[config.mk]
export PLATFORM = sky130hd
export DESIGN_NAME = dram_write_serializer
export DESIGN_NICKNAME = d
export VERILOG_FILES = /design/src/rtl/scpad_pkg.sv /design/src/rtl/dram_write_serializer.sv
export SDC_FILE = /design/constraint.sdc
export NUM_CORES = 1
export LEC_CHECK = 0
export BUFFER_PORTS_ARGS = -buffer_cell sky130_fd_sc_hd__buf_2
export CORE_AREA = 2 2 264 266
export DETAILED_ROUTE_END_ITERATION = 16
export DIE_AREA = 0 0 266 268
export PLACE_DENSITY_LB_ADDON = 0.15
export SLEW_MARGIN = 20
export SYNTH_ARGS = -nofsm -noshare
export SYNTH_HDL_FRONTEND = slang
export SYNTH_SLANG_ARGS = --single-unit
[constraint.sdc]
create_clock -name clk -period 3.15 [get_ports clk]
set_input_delay 0.63 -clock clk [delete_from_list [all_inputs] [get_ports clk]]
set_output_delay 0.63 -clock clk [all_outputs]
set_load 0.005 [all_outputs]
[src/rtl/scpad_pkg.sv]
// scpad_pkg: shared constants and types for the scratchpad backend DRAM path.
//   DRAM_BUS_WIDTH   : width of one DRAM write beat in bits.
//   DWS_MAX_BEATS    : beats per SRAM row (512 b row / 64 b beat).
//   dram_beat_idx_t  : index of a beat within a row.
//   dram_write_req_t : one DRAM write beat as seen on the bus.
//   dws_state_t      : serializer FSM states.
package scpad_pkg;

  localparam int DRAM_BUS_WIDTH = 64;
  localparam int DWS_MAX_BEATS  = 8;
  localparam int DWS_ID_WIDTH   = 8;
  localparam int DWS_ADDR_WIDTH = 32;

  typedef logic [2:0] dram_beat_idx_t;

  typedef struct packed {
    logic                      valid;
    logic [DWS_ID_WIDTH-1:0]   id;
    logic [DWS_ADDR_WIDTH-1:0] addr;
    logic [DRAM_BUS_WIDTH-1:0] data;
    logic                      last;
  } dram_write_req_t;

  typedef enum logic {
    DWS_IDLE = 1'b0,
    DWS_SEND = 1'b1
  } dws_state_t;

endpackage

[src/rtl/dram_write_serializer.sv]
// dram_write_serializer: takes one SRAM row read response and emits it as
// up to DWS_MAX_BEATS sequential DRAM write beats, tagged with id, byte
// address (base + 8*beat) and a last flag.
//
// Ports:
//   clk, rst                 clock, synchronous active-high reset
//   sram_res_valid/ready     row handshake (ready only when IDLE and not stalled)
//   sram_rddata              row data, beat k in bits [64k+63:64k]
//   num_request              beats to send minus one
//   dram_id, dram_base_addr  transaction id and byte address of beat 0
//   be_stall                 backend stall, suppresses both handshakes
//   dram_wr_*                DRAM write beat bus (valid/ready handshake)
//   busy                     transaction in progress
//   done                     one-cycle pulse after the last beat transfers
//   stall_cycles             (only with DWS_STALL_CNT_EN) saturating count of
//                            SEND cycles lost to stall or backpressure
//
// Optional feature macro: DWS_STALL_CNT_EN.
module dram_write_serializer #(
  parameter int DRAM_BUS_WIDTH = 64,
  parameter int ROW_WIDTH      = 512,
  parameter int ID_WIDTH       = 8,
  parameter int ADDR_WIDTH     = 32
) (
  input  logic                      clk,
  input  logic                      rst,
  input  logic                      sram_res_valid,
  output logic                      sram_res_ready,
  input  logic [ROW_WIDTH-1:0]      sram_rddata,
  input  logic [2:0]                num_request,
  input  logic [ID_WIDTH-1:0]       dram_id,
  input  logic [ADDR_WIDTH-1:0]     dram_base_addr,
  input  logic                      be_stall,
  output logic                      dram_wr_valid,
  input  logic                      dram_wr_ready,
  output logic [DRAM_BUS_WIDTH-1:0] dram_wr_data,
  output logic [ADDR_WIDTH-1:0]     dram_wr_addr,
  output logic [ID_WIDTH-1:0]       dram_wr_id,
  output logic                      dram_wr_last,
  output logic                      busy,
`ifdef DWS_STALL_CNT_EN
  output logic [31:0]               stall_cycles,
`endif
  output logic                      done
);
  import scpad_pkg::*;

  localparam int NUM_BEATS = ROW_WIDTH / DRAM_BUS_WIDTH;

  dws_state_t                r_state;
  dws_state_t                w_state_next;
  dram_beat_idx_t            r_beat_cnt;
  logic [2:0]                r_num;
  logic [ROW_WIDTH-1:0]      r_row;
  logic [ID_WIDTH-1:0]       r_id;
  logic [ADDR_WIDTH-1:0]     r_base;
  logic                      r_done;

  logic                      w_ready;
  logic                      w_valid;
  logic                      w_last;
  logic                      w_xfer;
  logic                      w_accept;
  logic [ADDR_WIDTH-1:0]     w_offset;
  logic [DRAM_BUS_WIDTH-1:0] w_beats [NUM_BEATS];

  // Split the latched row into beats for the beat mux.
  for (genvar gi = 0; gi < NUM_BEATS; gi++) begin : g_beat
    assign w_beats[gi] = r_row[gi*DRAM_BUS_WIDTH +: DRAM_BUS_WIDTH];
  end

  // Each beat advances the byte address by 8; the sum wraps at 2^ADDR_WIDTH.
  assign w_offset = {{(ADDR_WIDTH-6){1'b0}}, r_beat_cnt, 3'b000};

  always_comb begin
    w_state_next = r_state;
    w_ready      = 1'b0;
    w_valid      = 1'b0;
    w_last       = 1'b0;
    w_xfer       = 1'b0;
    w_accept     = 1'b0;
    case (r_state)
      DWS_IDLE: begin
        w_ready  = !be_stall;
        w_accept = sram_res_valid && w_ready;
        if (w_accept) w_state_next = DWS_SEND;
      end
      DWS_SEND: begin
        w_valid = !be_stall;
        w_last  = (r_beat_cnt == r_num);
        w_xfer  = w_valid && dram_wr_ready;
        if (w_xfer && w_last) w_state_next = DWS_IDLE;
      end
      default: w_state_next = DWS_IDLE;
    endcase
  end

  always_ff @(posedge clk) begin
    if (rst) begin
      r_state    <= DWS_IDLE;
      r_beat_cnt <= '0;
      r_num      <= '0;
      r_row      <= '0;
      r_id       <= '0;
      r_base     <= '0;
      r_done     <= 1'b0;
    end else begin
      r_state <= w_state_next;
      r_done  <= w_xfer && w_last;
      if (w_accept) begin
        r_row      <= sram_rddata;
        r_num      <= num_request;
        r_id       <= dram_id;
        r_base     <= dram_base_addr;
        r_beat_cnt <= '0;
      end else if (w_xfer) begin
        r_beat_cnt <= r_beat_cnt + 3'd1;
      end
    end
  end

  // Handshake qualifiers are masked during reset so an aborted transaction
  // can never complete a transfer in the reset cycle.
  assign sram_res_ready = w_ready && !rst;
  assign dram_wr_valid  = w_valid && !rst;
  assign dram_wr_last   = w_last && !rst;
  assign dram_wr_data   = w_beats[r_beat_cnt];
  assign dram_wr_addr   = r_base + w_offset;
  assign dram_wr_id     = r_id;
  assign busy           = (r_state == DWS_SEND);
  assign done           = r_done;

`ifdef DWS_STALL_CNT_EN
  logic [31:0] r_stall_cnt;

  always_ff @(posedge clk) begin
    if (rst) begin
      r_stall_cnt <= '0;
    end else if ((r_state == DWS_SEND) && (be_stall || (w_valid && !dram_wr_ready))
                 && (r_stall_cnt != 32'hFFFF_FFFF)) begin
      r_stall_cnt <= r_stall_cnt + 32'd1;
    end
  end

  assign stall_cycles = r_stall_cnt;
`endif

endmodule

==> results of run 1 <==
## layer usage
metal | vias up | part of all wire
met4 | 36 | 0.025
li1 | 7586 | -
met2 | 535 | 0.50
met1 | 8185 | 0.41
met5 | - | 0.0031
met3 | 136 | 0.069
## per-stage QoR
stage / hold slack, ps / setup slack [ps]
global placement: 455 / 415
finish: 243 / 42.6
CTS: 186 / -5.10
detailed placement: 458 / 305
floorplan: 444 / 600
global route: 205 / -59.8
## how the worst max path moves through the flow
stage          depth (start not counted)          start               end
2_1_floorplan                          6  r_beat_cnt[0]  dram_wr_addr[15]
3_3_place_gp                           5      r_base[9]  dram_wr_addr[25]
3_5_place_dp                           5      r_base[9]  dram_wr_addr[25]
4_1_cts                                4  r_beat_cnt[0]  dram_wr_data[26]
5_1_grt                                6      r_base[9]  dram_wr_addr[27]
6_report                               6     r_base[11]  dram_wr_addr[27]
## placed cells by master (no fill, tap or decap), drive strengths merged
cell type / instances
nor2b: 1
mux2i: 1
nand4: 4
bufinv: 3
or4: 2
o21ai: 1
mux4: 128
mux2: 64
a21o: 2
nor2: 11
nor3b: 4
o21bai: 1
nor4b: 4
ha: 4
nand3b: 1
and2: 1
a22o: 554
nor4: 6
dfxtp: 560
diode: 21
a21oi: 3
clkinv: 12
nand2: 8
nand2b: 2
nor3: 6
xor2: 25
nand3: 7
inv: 3
or2: 1
and4: 3
xnor2: 7
nand4b: 1
clkbuf: 99
buf: 720
fa: 1
## registers in the layout, summed over array words and instances (netlist names)
signal and flops:
busy 1, done 1, dram_wr_id 8, r_base 32
r_beat_cnt 3, r_num 3, r_row 512
## critical path: stages, from the launching register on
cell and delay [ps]:
dfxtp_4 370, nand4_1 210, or4_4 630, buf_12 180, nor4_4 150, xor2_1 220
buf_2 150
## cell type report
cell class,instances,share of cell area
diodes,21,0.00189
clock buffers,99,0.0681
clock inverters,17,0.00763
inverters,1,0.000135
multi-input cells,853,0.335
flip-flops and latches,560,0.403
well taps,882,0.0396
repair buffers,720,0.144
## power groups by stage
stage | sequential [mW] | clock, mW | combinational [mW]
floorplan | 7.74 | 0 | 0.750
CTS | 7.66 | 7.70 | 1.38
global route | 7.70 | 7.99 | 1.50
finish | 7.67 | 7.47 | 1.37
detailed placement | 7.81 | 0 | 1.37
global placement | 7.80 | 0 | 1.35
## repair_timing
item | CTS | global route
buffers inserted | 6 | 4
hold endpoints to repair | 0 | 0
pin swaps | 3 | 2
gates resized for setup | 10 | 23
setup endpoints to repair | 45 | 32
cloned | 1 | 1
hold buffers | 0 | 0
## cells by family after synthesis
group | count (synthesis)
AO/OA/AOI/OAI | 561
flip-flops | 560
multiplexers | 193
buffers and inverters | 166
AND/OR/NAND/NOR | 61
XOR/XNOR | 32
adder cells (fa/ha/maj) | 5
==> summary.md, run 1 <==
| Metric | Value |
|---|---|
| Most frequently used cell type in the post-synthesis netlist | `dfxtp_1` |
| Most Used Layer, Global Route | `met2` |
| Instance area after placement | `25500 µm²` |
| Number of H-tree levels | `3` |
| Global-route wire length before repair | `106 mm` |
| Cell total after placement | `3004` |
| Clock Power Share | `0.453` |
| Top cell type's share of synthesized area | `0.529` |
| CTS tree | `yes` |
| Synth-to-Final Area Change | `31.6%` |
| Largest net degree at the start of global routing | `116` |
| Asr flop ratio synth | `0` |
| EDFF count, synth | `0` |
| Run status | `complete, no violations` |
| Post-detailed-route count of antenna-violating nets | `0` |
| Path type of the worst setup path | `reg2out` |
| Number of stages on the worst hold path | `2` |
| Number of clock sinks seen by CTS | `560` |
| Tot Pwr | `16.5 mW` |
| Internal power contribution | `12.7 mW` |
| Die boundary height | `268 µm` |
| Total of endpoints with negative setup slack in the final report | `0` |
| Area of combinational cells with multiple inputs | `9350 µm²` |
| Starting density of the core | `0.311` |
| Worst Setup End Kind | `output port` |
| Initial DRC count | `1065` |
| XOR/XNOR share of the synthesized area | `0.0132` |
| Worst Tran Pin Value | `623 ps` |
| Final instance area | `27900 µm²` |
| Via-per-instance ratio | `5.23` |
| Fraction of synthesized area in multiplexers | `0.171` |
| Post-DP HPWL | `50.7 mm` |
| Launch point of the worst reg-to-reg path | `busy` |
| Leftover overflow at the end of global routing | `0` |
| Fraction of the mapped netlist area in compound gates | `0.231` |
| Post-layout net count | `2768` |
| Seq/Total Area, Yosys | `0.529` |
| Crit Reg-Reg Endpoint | `r_row[181]` |
| Relative slew slack | `0.585` |
| Syn nets | `2143` |
| Sequential power share | `0.464` |
| Cell count after synthesis | `1578` |
| Met3 global-route usage | `0.0568` |
| Total power divided by cell area | `592 nW/µm²` |
| Switching Fraction | `0.233` |
| Root buf cell | `clkbuf_16` |
| Startpoint type of the worst setup path | `flip-flop` |
| Synth unique cells | `40` |
| Count of final max-slew check failures | `0` |
| Clock buffer count from CTS | `67` |
| Peak supply drop | `0.345 mV` |
| Warnings from Yosys | `0` |
| Cell type with the highest aggregate area in the netlist | `dfxtp_1` |
| Period utilization | `0.986` |
| Number of filler instances in the final layout | `6518` |
| Post-synthesis simple-gate area fraction | `0.0184` |
| Worst Hold Path EP | `r_row[421]` |
| Length of the first detailed-routing pass in iterations | `5` |
| Placer congestion estimate | `0.845` |
| Footprint of the flip-flops and latches | `11200 µm²` |
| Data arrival time of the critical path | `2480 ps` |
| Clock Skews | `20.9 ps` |
| Origin of the worst min-delay path | `sram_rddata[421]` |
| Clock-pin slew of the registers on the worst-case setup and hold paths | `60 ps` |
| Static Leakage | `12.1 nW` |
| Width of the die | `266 µm` |
| Share of post-route cells with drive strength above 1 | `0.460` |
| Post-layout instance count excluding filler cells | `3153` |
| Count of boundary I/O pins | `669` |
| Quantity of I/O buffers inserted on ports | `668` |
| Length in cells of the worst reg-to-reg path | `4` |
| Net switching power | `3.85 mW` |
| Proportion of power drawn by combinational gates | `0.083` |
| CTS Buffer Depth | `3` |
| Total negative slack | `0 ps` |
| Final core utilization | `0.409` |
| Unrepaired setup endpoints after global routing | `true` |
| GRT met1 Usage | `0.235` |
| Post-route DRC violation count | `0` |
| Number of antenna violations at the first check in global routing | `47` |
| Number of vias after detailed routing | `16500` |
| Skew-Pair Late Insertion Delay | `590 ps` |
| Max frequency | `0.322 GHz` |
| Area enclosed by the die boundary | `71300 µm²` |
| Adder and majority gate portion of the synthesized area | `0.00331` |
| Count of max-cap constraint violations | `0` |
| Standard-cell row count | `96` |
| Dominant combinational cell family by area after synthesis | `compound AO/OA/AOI/OAI gates` |
| Mapped Avg Cell Area | `13.4 µm²` |
| Total routing usage reported by global routing | `0.194` |
| Final Critical Period | `3110 ps` |
| Routed wire per std cell | `22.9 µm` |
| Core area | `68200 µm²` |
| Worst-path maximum fanout | `5` |
| Class of the most critical hold timing path | `in2reg` |
| Most used flip-flop cell after synthesis | `dfxtp_1` |
| Met2 track demand over resource in global routing | `0.327` |
| Final routed wirelength across all metal layers | `72.1 mm` |
| Ranking of synthesized cells by instance count | `560 x dfxtp_1, 553 x a22o_1, 128 x mux4_2, 86 x clkbuf_1, 64 x mux2_2` |
| Area of the mapped netlist | `21200 µm²` |
| R2R setup slack | `1310 ps` |
| Total count of hold-check failures in the final report | `0` |
| Worst path required time | `2520 ps` |
| Top cells by area in the synthesized netlist | `dfxtp_1 53%, a22o_1 23%, mux4_2 14%` |
| Number of global-route vias before repair | `17000` |
| Synthesized flop and latch total | `560` |
Power figures use the tool's default switching activity.
==> inputs of run 2 (changes only) <==
- BUFFER_PORTS_ARGS: -buffer_cell sky130_fd_sc_hd__buf_2 -> -buffer_cell sky130_fd_sc_hd__buf_4
- MAX_ROUTING_LAYER: default -> met4
==> run 2 against run 1 <==
  * Register-to-register slack got worse by 150 ps
  * Global-route usage rose by 1.1 points
  * Clock power rose by 5.8%
  * Maximum frequency barely moved
  * Die area did not move
  * Cell count rose by 0.92%
  * Total power rose by 4.4%
  * Hold slack got worse by 26 ps
  * Critical path depth fell by 1
  * Combinational power rose by 22%
==> summary.md, run 2 (same netlist as run 1, synthesis figures left out) <==
| Metric | Value |
|---|---|
| Run status | `complete, no violations` |
| Global-route wire length before repair | `108 mm (+2.1%)` |
| Skew-Pair Late Insertion Delay | `620 ps (+30 ps)` |
| Root buf cell | `clkbuf_16` |
| Detailed-route wire length on metal 1 | `29.9 mm (+2.2%)` |
| Total of endpoints with negative setup slack in the final report | `0 (unchanged)` |
| Starting density of the core | `0.311 (unchanged)` |
| Clock Skews | `14.3 ps (-6.51 ps)` |
| Length in cells of the worst reg-to-reg path | `5 (+1)` |
| Number of stages on the worst hold path | `2 (unchanged)` |
| R2R setup slack | `1160 ps (-150 ps)` |
| Initial DRC count | `900 (-15%)` |
| Final Critical Period | `3110 ps (-0.189 ps)` |
| Number of flip-flops in the largest register | `512 (unchanged)` |
| Worst-path maximum fanout | `7 (+2)` |
| Worst setup path startpoint | `r_beat_cnt[0]` |
| Final routed wirelength across all metal layers | `75.2 mm (+4.2%)` |
| Total power divided by cell area | `570 nW/µm² (-3.7%)` |
| Worst path slowest cell | `mux4_2` |
| Crit Reg-Reg Endpoint | `r_row[154]` |
| Final instance area | `30200 µm² (+8.5%)` |
| Unrepaired setup endpoints after global routing | `true` |
| Area enclosed by the die boundary | `71300 µm² (unchanged)` |
| Quantity of I/O buffers inserted on ports | `668 (unchanged)` |
| Post-route DRC violation count | `0 (unchanged)` |
| Leftover overflow at the end of global routing | `0 (unchanged)` |
| Clock buffer count from CTS | `61 (-9.0%)` |
| Number of antenna violations at the first check in global routing | `27 (-43%)` |
| Relative slew slack | `0.506 (-0.0786)` |
| Width of the die | `266 µm (unchanged)` |
| Most frequent cells in the layout | `689 x buf_4, 553 x a22o_1, 552 x dfxtp_1` |
| Uppermost routed layer | `met4` |
| Tot Pwr | `17.2 mW (+4.4%)` |
| Post-layout net count | `2783 (+0.54%)` |
| Number of vias after detailed routing | `16600 (+0.72%)` |
| Post-DP HPWL | `52.4 mm (+3.4%)` |
| Total count of hold-check failures in the final report | `0 (unchanged)` |
| Hold-fix buffers, CTS | `0 (unchanged)` |
| Data arrival time of the critical path | `2480 ps (about the same)` |
| Peak supply drop | `0.438 mV (+27%)` |
| Path type of the worst setup path | `reg2out` |
| Total routing usage reported by global routing | `0.205 (+0.0113)` |
| Instance area after placement | `27300 µm² (+7.2%)` |
| Count of max-cap constraint violations | `0 (unchanged)` |
| Largest stage delay on the critical path | `540 ps (-90 ps)` |
| CTS tree | `yes` |
| Standard-cell row count | `96 (unchanged)` |
| Most common cell after layout, fill and taps aside | `buf_4` |
| Worst Hold Path EP | `dram_wr_id[2]` |
| Cells traversed along the worst timing path | `buf_16, buf_4, mux4_2, mux2_2, buf_4` |
| Total negative slack | `0 ps (unchanged)` |
| Core area | `68200 µm² (unchanged)` |
| Count of boundary I/O pins | `669 (unchanged)` |
| Launch point of the worst reg-to-reg path | `busy` |
| Origin of the worst min-delay path | `dram_id[2]` |
| Worst Setup End Kind | `output port` |
| Startpoint type of the worst setup path | `flip-flop` |
| Via-per-instance ratio | `5.22 (-0.20%)` |
| Static Leakage | `12.9 nW (+6.5%)` |
| Length of the first detailed-routing pass in iterations | `5 (unchanged)` |
| CTS Buffer Depth | `3 (unchanged)` |
| Register ranked first by flip-flop count | `r_row` |
| Largest net degree at the start of global routing | `148 (+28%)` |
| Period utilization | `0.986 (about the same)` |
| Synth-to-Final Area Change | `42.8%` |
| Most Frequent Cell on Critical Path | `buf_4` |
| Die boundary height | `268 µm (unchanged)` |
| Post-detailed-route count of antenna-violating nets | `0 (unchanged)` |
| Wire length on met2 | `37.0 mm (+3.6%)` |
| Worst Tran Pin Value | `740 ps (+118 ps)` |
| Number of H-tree levels | `2 (-1)` |
| Worst path required time | `2520 ps (about the same)` |
| Placer congestion estimate | `0.863 (+2.1%)` |
| Number of clock sinks seen by CTS | `560 (unchanged)` |
| Share of post-route cells with drive strength above 1 | `0.474 (+0.0138)` |
| Count of final max-slew check failures | `0 (unchanged)` |
| Number of global-route vias before repair | `17000 (-0.059%)` |
| Max frequency | `0.322 GHz (about the same)` |
| Sum of met3 wire segment lengths after detailed routing | `6.09 mm (+22%)` |
| Class of the most critical hold timing path | `in2reg` |
| Clock-pin slew of the registers on the worst-case setup and hold paths | `60 ps (about the same)` |
| Routed wire per std cell | `23.6 µm (+3.3%)` |
-- run 2: cell types whose count changed in the layout (fill, tap and decap cells not counted), moves of 9 or more --
| cell | change |
|---|---|
| buf_4 | +660 |
| buf_2 | -668 |
| buf_6 | +16 |
| clkbuf_8 | +9 |
| mux2_4 | +18 |
| clkbuf_1 | -16 |
| mux2_2 | -18 |
-- run 2: metal layers --
metal,global-route usage,vias to the layer above
met3,0.0692,122
li1,-,7653
met2,0.324,568
met4,0.0850,0
met5,-,-
met1,0.239,8254
-- run 2: what timing repair did --
item / in CTS / in global routing
cloned: 3 / 5
buffers inserted: 5 / 9
resized for setup: 24 / 55
setup endpoints to repair: 69 / 64
pin swaps: 3 / 8
-- run 2: how the worst max path moves through the flow --
| stage | slack (ps) | cells past startpoint | endpoint |
|---|---|---|---|
| after global routing | -80 | 5 | dram_wr_addr[25] |
| after floorplan | 600 | 6 | dram_wr_addr[15] |
| after global placement | 390 | 5 | dram_wr_addr[25] |
| final | 40 | 5 | dram_wr_data[3] |
| after detailed placement | 320 | 5 | dram_wr_addr[25] |
| after CTS | -30 | 5 | dram_wr_data[63] |
-- run 2: cell type report --
cell class / count / area, µm²
repair buffers: 741 / 6130
flip-flops and latches: 560 / 11200
fillers: 6288 / 38000
clock buffers: 85 / 1790
diodes: 29 / 72.6
well taps: 882 / 1100
inverters: 1 / 3.75
clock inverters: 31 / 460
multi-input cells: 853 / 9450
-- run 2: through the flow --
stage	cells	setup WS, ps	utilization	hold WS (ps)
after detailed placement	3015	321	0.400	458
after global placement	3015	395	0.400	455
after CTS	3139	-34.2	0.436	162
after floorplan	1578	600	-	444
after global routing	3180	-83.3	0.443	173
final	3182	42.7	0.443	217
-- run 2: power breakdown --
| group | leakage [nW] | switching (mW) | internal [mW] |
|---|---|---|---|
| Sequential | 4.58 | 0.216 | 7.45 |
| Combinational | 7.18 | 0.626 | 1.04 |
| Clock | 1.11 | 3.04 | 4.86 |
-- run 2: worst max-delay path: cells and delay by family (launching register included) --
| kind | cells | cell delay [ps] |
|---|---|---|
| buffers and inverters | 3 | 530 |
| DFF | 1 | 470 |
| muxes | 2 | 850 |
